==> src/rtl/tpu_stream_pkg.sv <==
// tpu_stream_pkg: shared stream-stage types, FIFO depth and handshake helper
package tpu_stream_pkg;
  typedef enum logic [1:0] {IDLE, RUN, DRAIN, DONE} state_t;
  localparam int FIFO_DEPTH = 2;
  typedef logic [$clog2(FIFO_DEPTH+1)-1:0] fifo_cnt_t;
  typedef struct packed {
    logic valid;
    logic ready;
  } hs_t;
  function automatic logic fire(input hs_t h);
    return h.valid & h.ready;
  endfunction
endpackage

==> src/rtl/stream_fifo2.sv <==
// stream_fifo2: two-entry synchronous FIFO reused by the stream stages
module stream_fifo2 import tpu_stream_pkg::*; #(
  parameter int DWIDTH = 32
) (
  input  logic              clk,
  input  logic              resetn,
  input  logic              push,
  input  logic              pop,
  input  logic [DWIDTH-1:0] din,
  output logic [DWIDTH-1:0] dout,
  output fifo_cnt_t         count,
  output logic              full,
  output logic              empty
);
  logic [DWIDTH-1:0] mem [FIFO_DEPTH];
  logic wr_ptr, rd_ptr, do_push, do_pop;
  assign do_pop = pop & ~empty;
  assign do_push = push & (~full | do_pop);
  assign full = count == fifo_cnt_t'(FIFO_DEPTH);
  assign empty = count == '0;
  assign dout = mem[rd_ptr];
  always_ff @(posedge clk)
    if (!resetn) begin
      mem <= '{default: '0};
      wr_ptr <= 1'b0;
      rd_ptr <= 1'b0;
      count <= '0;
    end else begin
      if (do_push) begin
        mem[wr_ptr] <= din;
        wr_ptr <= ~wr_ptr;
      end
      if (do_pop) rd_ptr <= ~rd_ptr;
      count <= count + fifo_cnt_t'(do_push) - fifo_cnt_t'(do_pop);
    end
endmodule

==> src/rtl/dpram_read_streamer.sv <==
// dpram_read_streamer: streams num_words RAM words from base_addr over valid/ready
// Define DPRAM_STREAM_STRIDE_EN to add a per-transfer address stride input.
module dpram_read_streamer import tpu_stream_pkg::*; #(
  parameter int AWIDTH    = 10,
  parameter int DWIDTH    = 32,
  parameter int LEN_WIDTH = 11
) (
  input  logic                 clk,
  input  logic                 resetn,
  input  logic                 start,
  input  logic [AWIDTH-1:0]    base_addr,
  input  logic [LEN_WIDTH-1:0] num_words,
`ifdef DPRAM_STREAM_STRIDE_EN
  input  logic [AWIDTH-1:0]    stride,
`endif
  output logic                 busy,
  output logic                 done,
  output logic [AWIDTH-1:0]    ram_addr,
  output logic                 ram_wren,
  input  logic [DWIDTH-1:0]    ram_rdata,
  output logic [DWIDTH-1:0]    out_data,
  output logic                 out_valid,
  input  logic                 out_ready
);
  state_t state, state_n;
  logic [AWIDTH-1:0] addr, last_addr, step;
  logic [LEN_WIDTH-1:0] len, issued, accepted;
  logic inflight, issue, pop, fifo_full, fifo_empty;
  fifo_cnt_t fifo_count;
  logic [2:0] occ;
  hs_t out_hs;
  assign out_hs = '{valid: out_valid, ready: out_ready};
  assign pop = fire(out_hs);
  // occupancy counts the read already on its way back from the RAM
  assign occ = 3'(fifo_count) + 3'(inflight) - 3'(pop);
  assign issue = state == RUN && !(fifo_full && !pop) && occ < 3'(FIFO_DEPTH);
  assign out_valid = ~fifo_empty;
  assign ram_wren = 1'b0;
`ifdef DPRAM_STREAM_STRIDE_EN
  always_ff @(posedge clk)
    if (!resetn) step <= AWIDTH'(1);
    else if (state == IDLE && start) step <= stride;
`else
  assign step = AWIDTH'(1);
`endif
  always_ff @(posedge clk)
    if (!resetn) state <= IDLE;
    else state <= state_n;
  always_comb begin
    state_n = state;
    case (state)
      IDLE:    state_n = !start ? IDLE : num_words == '0 ? DONE : RUN;
      RUN:     state_n = issue && issued + LEN_WIDTH'(1) == len ? DRAIN : RUN;
      DRAIN:   state_n = pop && accepted + LEN_WIDTH'(1) == len ? DONE : DRAIN;
      default: state_n = IDLE;
    endcase
  end
  always_comb begin
    busy = state != IDLE;
    done = state == DONE;
    ram_addr = issue ? addr : last_addr;
  end
  always_ff @(posedge clk)
    if (!resetn) begin
      addr <= '0;
      last_addr <= '0;
      len <= '0;
      issued <= '0;
      accepted <= '0;
      inflight <= 1'b0;
    end else begin
      inflight <= issue;
      if (state == IDLE && start) begin
        addr <= base_addr;
        len <= num_words;
        issued <= '0;
        accepted <= '0;
      end
      if (issue) begin
        last_addr <= addr;
        addr <= addr + step;
        issued <= issued + LEN_WIDTH'(1);
      end
      if (pop) accepted <= accepted + LEN_WIDTH'(1);
    end
  stream_fifo2 #(.DWIDTH(DWIDTH)) u_fifo (
    .clk(clk),
    .resetn(resetn),
    .push(inflight),
    .pop(pop),
    .din(ram_rdata),
    .dout(out_data),
    .count(fifo_count),
    .full(fifo_full),
    .empty(fifo_empty)
  );
endmodule

==> config.mk <==
export PLATFORM = sky130hd
export DESIGN_NAME = dpram_read_streamer
export DESIGN_NICKNAME = d
export VERILOG_FILES = /design/src/rtl/tpu_stream_pkg.sv /design/src/rtl/stream_fifo2.sv /design/src/rtl/dpram_read_streamer.sv
export SDC_FILE = /design/constraint.sdc
export NUM_CORES = 1
export LEC_CHECK = 0
export ABC_CLOCK_PERIOD_IN_PS = 6270
export CAP_MARGIN = 20
export CORE_MARGIN = 1.5
export CORE_UTILIZATION = 23
export CTS_CLUSTER_DIAMETER = 40
export DETAILED_ROUTE_END_ITERATION = 12
export PLACE_DENSITY_LB_ADDON = 0.15
export SKIP_CTS_REPAIR_TIMING = 1
export SYNTH_ARGS = -nofsm -noshare
export SYNTH_HDL_FRONTEND = slang
export SYNTH_SLANG_ARGS = --single-unit
==> constraint.sdc <==
create_clock -name clk -period 6.27 [get_ports clk]
set_clock_uncertainty 0.05 [all_clocks]
set_input_delay 1.5675 -clock clk [delete_from_list [all_inputs] [get_ports clk]]
set_output_delay 1.5675 -clock clk [all_outputs]
set_load 0.01 [all_outputs]
Word-level counts from Yosys, hierarchy flattened --
Cells that the tools add are included.
Operators by class: add/subtract/negate cells 7, order comparisons 4, equal/unequal tests 6, muxes and demuxes 17, bitwise gates (word level) 10, reductions and logical operators 15
Operators with widths (number):
- 32-bit 2-to-1 mux | 4
- 64-bit bitwise mux | 1
- 11-bit 2-to-1 mux | 3
- 32-bit demux with 1-bit select | 1
- 10-bit 2-to-1 mux | 3
- 11-bit by 1-bit adder with 11-bit output, second input constant | 2
- 11-bit equality test | 2
- 11-bit zero test | 1
- 10-bit by 1-bit adder with 10-bit output, second input constant | 1
- 1-bit logical AND | 7
- 2-bit equality test, second input constant | 3
- 2-bit 2-to-1 mux | 3
- 2-bit one-hot mux with 3 select lines | 1
- 2-bit nonzero test | 3
- 2-bit greater-or-equal comparator, second input constant | 2
- 2-bit zero test | 2
- 1-bit NOT | 4
- 1-bit NOT with 2-bit output | 2
- 2-bit by 1-bit adder with 3-bit output | 1
- 1-bit bitwise AND | 3
- 3-bit by 2-bit < comparator with 1-bit output, second input constant | 1
- 3-bit by 1-bit subtractor with 3-bit output | 1
- 2-bit by 1-bit adder with 2-bit output | 1
- 2-bit by 1-bit equality test with 1-bit output, second input constant | 1
- other kinds (5) | 6
Storage, ports and cells: register bits 124, input port bits 57, output and inout bits 46, word-level logic and storage cells 71

Longest topological paths before layout --
Gate-level depths: netlist (run 1).
word-level depth 11, depth in mapped cells 14, gate-level depth less buffers 12

By module --
A second synthesis (run 1) with hierarchy kept.
Second synthesis, totals: cell total of the unflattened synthesis 737, area total of the unflattened synthesis 6324.8 µm²
By module, submodules not included:
- dpram_read_streamer | times used 1, cells each 431, area each 3295.7 µm², sequential area each 1121.1 µm²
- stream_fifo2 | times used 1, cells each 306, area each 3029.2 µm², sequential area each 1361.3 µm²

Worst setup path after synthesis (run 1) --
OpenSTA, ideal clock, no wires.
kind input-to-output, start input out_ready, end output ram_addr[0], arrival time 3881 ps, data required time 4652 ps, setup slack 771 ps, cell stages on the path 12, buffers on the path 2, cells stage by stage o21ai_1 -> inv_2 -> ha_1 -> inv_1 -> nand2_1 -> fa_1 -> o211a_1 -> o2111ai_1 -> clkbuf_1 -> clkbuf_1 -> nand2_1 -> nand2_1
Between the ends: word-level cells in the longest chain between the ends 7, elaborated cells between the ends (all ways) 9, those cells by class add/sub (1); order compare (1); mux (1); bitwise (1); reduce/logical (5)
Ends and longest elaborated chain:
- start: declaration | line dpram_read_streamer.sv:23 | input logic out_ready
- 1-bit bitwise AND * | line tpu_stream_pkg.sv:11 | return h.valid & h.ready;
- branches (longest 4 deep; another with 3-bit by 1-bit subtractor with 3-bit output)
- 1-bit logical AND * | line dpram_read_streamer.sv:36 | assign issue = state == RUN && !(fifo_full && !pop) && occ < 3'(FIFO_DEPTH);
- 10-bit 2-to-1 mux *
- end: declaration | line dpram_read_streamer.sv:18 | output logic [AWIDTH-1:0] ram_addr,
Mark *: on every way between the ends.

Worst setup path in the final report (run 1) --
start input out_ready, end output ram_addr[7]
The elaborated chain is that of the path after synthesis.

==> results of run 1 <==
[cell usage in the layout, fill, tap and decap left out, drive strengths merged, types with 2 or more instances in the layout]
master,count
inv,12
nor3,6
nand2,210
ha,5
and2,4
a31oi,3
or3,6
a311oi,3
mux2,32
buf,11
nor4,10
clkbuf,19
nand3,17
mux2i,2
xnor2,20
nand4,6
clkinv,3
nor2b,5
clkdlybuf4s50,101
or2,2
and3,9
a221oi,2
o21ai,26
clkinvlp,4
nor2,46
bufinv,5
o311a,2
xor2,14
a21oi,115
a22oi,2
a222oi,2
dfxtp,124
[where the power goes]
part           internal (W)  switching (W)  leakage [nW]  total (W)
Sequential         0.000865      0.0000716          1.01   0.000936
Clock              0.000707       0.000387         0.299    0.00109
Combinational      0.000364       0.000449          1.54   0.000812
Total               0.00194       0.000907          2.84    0.00284
[final cells by class]
type	count	share of cell area
Sequential cell	124	0.3155
Clock buffer	18	0.05455
Tap cell	330	0.05248
Timing Repair Buffer	113	0.1454
Inverter	11	0.005407
Multi-Input combinational cell	568	0.3993
Clock inverter	13	0.02735
[sequential cells by signal, indices dropped and copies added, names as in the netlist, 2 cells and up]
register and count:
u_fifo.mem 64, accepted 11, issued 11, len 11
addr 10, last_addr 10, state 2, u_fifo.count 2
[worst reg2reg max path, delay by kind of cell (launching register included)]
| kind | cells | cell delay [ns] |
|---|---|---|
| fa+ha+maj | 2 | 0.79 |
| buf+inv | 3 | 0.42 |
| simple gates | 3 | 0.56 |
| compound gates | 4 | 0.94 |
| flops | 1 | 0.51 |
[layer usage]
metal,wire length (um),share of wire,GRT usage,vias up
met2,7909,0.47,0.2170,105
li1,-,-,-,2731
met3,717,0.042,0.03336,6
met1,8263,0.49,0.1752,2445
met5,0,0,0,-
met4,110,0.0065,0.02877,0
[final timing paths]
path	depth (start not counted)	endpoint	slack [ns]	startpoint
worst min register to register	2	u_fifo.mem[7]$_SDFFE_PN0P_	0.40	u_fifo.mem[7]$_SDFFE_PN0P_
worst max-delay path	12	ram_addr[7]	0.18	out_ready
worst min-delay path	2	u_fifo.mem[7]$_SDFFE_PN0P_	0.40	u_fifo.mem[7]$_SDFFE_PN0P_
worst max register to register	12	state[0]$_SDFF_PN0_	2.86	u_fifo.count[1]$_SDFF_PN0_
[through the flow]
stage	area [um^2]	power [W]	instances	hold WS, ns
floorplan	5842	0.001410	751	0.3829
global placement	7177	0.001747	1144	0.3899
detailed placement	7177	0.001746	1144	0.3942
CTS	7821	0.002862	1175	0.4018
global route	7868	0.003020	1177	0.4224
finish	7868	0.002843	1177	0.4012
[cell families (layout without fill, tap and decap cells)]
| kind of cell | Yosys count | after routing |
|---|---|---|
| compound gates | 168 | 168 |
| xor+xnor | 34 | 34 |
| fa+ha+maj | 6 | 6 |
| buf+inv | 59 | 155 |
| flops | 124 | 124 |
| mux | 34 | 34 |
| other cells | 1 | 1 |
| simple gates | 325 | 325 |
==> results by group, run 1 <==
Outcome
  – Status: complete, no violations

STA
  – Sum of negative setup slack: 0 ns
  – Final Critical Period: 6.092 ns
  – Fmax: 164.1 MHz
  – Worst Tran Pin Value: 0.9289 ns
  – Fin. Hold Viols: 0
  – Headroom to the max-slew limit: 0.3807
  – Fin. max-slew vios: 0
  – RSZ-0062 raised after global routing: no
  – Fin crit share: 0.9716
  – # setup viols final: 0
  – Final worst slack: 0.1778 ns

GRT
  – All-Layer GR Usage: 0.1324
  – Grt ovf: 0
  – Vias in the first global route: 5092
  – First-pass GRT wire length: 27.58 mm
  – Largest net degree at the start of global routing: 79
  – Initial antenna violation count: 0

Clock tree
  – H-tree depth: 4
  – TritonCTS clock tree: done
  – Clock Latency Late Sink: 0.41 ns
  – Reg clk slew, reported paths: 0.05 ns
  – TritonCTS buffer count: 17
  – Sinks on Clock Net: 124
  – CTS max path bufs: 2
  – CTS root buf: clkbuf_16

Logic synthesis
  – Area share of xor/xnor cells in the synthesized design: 0.05419
  – Yosys cell types: 60
  – Synth warnings: 0
  – Syn nets: 814
  – Commonest cells in the netlist: nand2_1 (209), dfxtp_1 (124), a21oi_1 (115)
  – Register bit total from synthesis: 124
  – Main synth FF type: dfxtp_1
  – Main combinational cell family by area after synthesis: simple AND/OR/NAND/NOR gates
  – Most area-hungry cell type in the Yosys netlist: dfxtp_1
  – Post-synth top area share: 0.4249
  – Top post-synthesis cells by area: dfxtp_1 (42%), nand2_1 (13%), a21oi_1 (9.9%)
  – Synthesized area per cell: 7.779 um^2
  – Asr flop ratio synth: 0
  – Post-synthesis mux area share: 0.06511
  – Synth Area in Simple Gates: 0.2386
  – Compound-gate portion of the synthesized area: 0.1608
  – EDFF count, synth: 0
  – Post-Synthesis Cells: 751
  – Post-synthesis sequential area ratio: 0.4249
  – Netlist Area Pre-Place: 5842 um^2
  – Synth Area in Adders: 0.01414
  – Cell with the most instances after synthesis: nand2_1

Final layout
  – FF+latch area: 2482 um^2
  – Layout cells sized above 1: 0.1051
  – Core Util, Final: 0.3142
  – # fillers: 2719
  – Area of the multi-input gates: 3142 um^2
  – Nets: 898
  – Area delta synth->final: 34.68%
  – N_diodes: 0

Placement
  – DP Worst Slack: 0.1946 ns
  – DP Wirelength: 10.79 mm
  – Routability cong.: 0.7327
  – Number of port buffers: 101

Worst setup path
  – Req. time, crit path: 4.65 ns
  – Endpoint class of the critical path: output port
  – Crit-path max FO: 29
  – CP dominant cell by count: nand2_1
  – Slowest-stage cell, CP: clkdlybuf4s50_1
  – Crit Path Category: in2out
  – CP top delay family: buffers and inverters
  – Critical Path AT: 4.47 ns
  – Crit path cell chain: clkdlybuf4s50_1 -> o21ai_1 -> inv_2 -> ha_1 -> inv_1 -> nand2_1 -> fa_1 -> o2111a_1 -> buf_12 -> nand2_1 -> nand2_1 -> clkdlybuf4s50_1
  – CP Launch Type: input pin
  – Max incr delay on CP: 0.55 ns
  – WP buf/inv: 5

Route
  – Post-route ant nets: 0
  – Routed WL per cell: 14.44 um
  – Total vias in the final route: 5287
  – Vias per inst: 4.492
  – Iter 0 DRT Violations: 282
  – DRC violations left: 0
  – Drt total wl: 17.00 mm
  – Drt pass-1 iters: 4

Floorplanning
  – Core ar.: 25040 um^2
  – DIE WIDTH: 162.4 um
  – Die height: 162.4 um
  – Ports: 103
  – Initial Util: 0.2333
  – # rows: 58
  – Die Area: 26360 um^2

Power and ir drop
  – Worst vdd ir: 0.0001629 V
  – Leak: 2.845 nW
  – Pwr per Cell Area: 361.3 nW/um^2

Flow run
  – Max-Cap Viols: 0

Worst hold path
  – Worst Hold Class: reg2reg
Note: power is estimated with default switching activity, not from simulation.
==> inputs of run 2 (changes only) <==
- TNS_END_PERCENT: not set -> 10
==> results of run 2 <==
The final DEF is identical to that of run 1; final timing and power are the same.
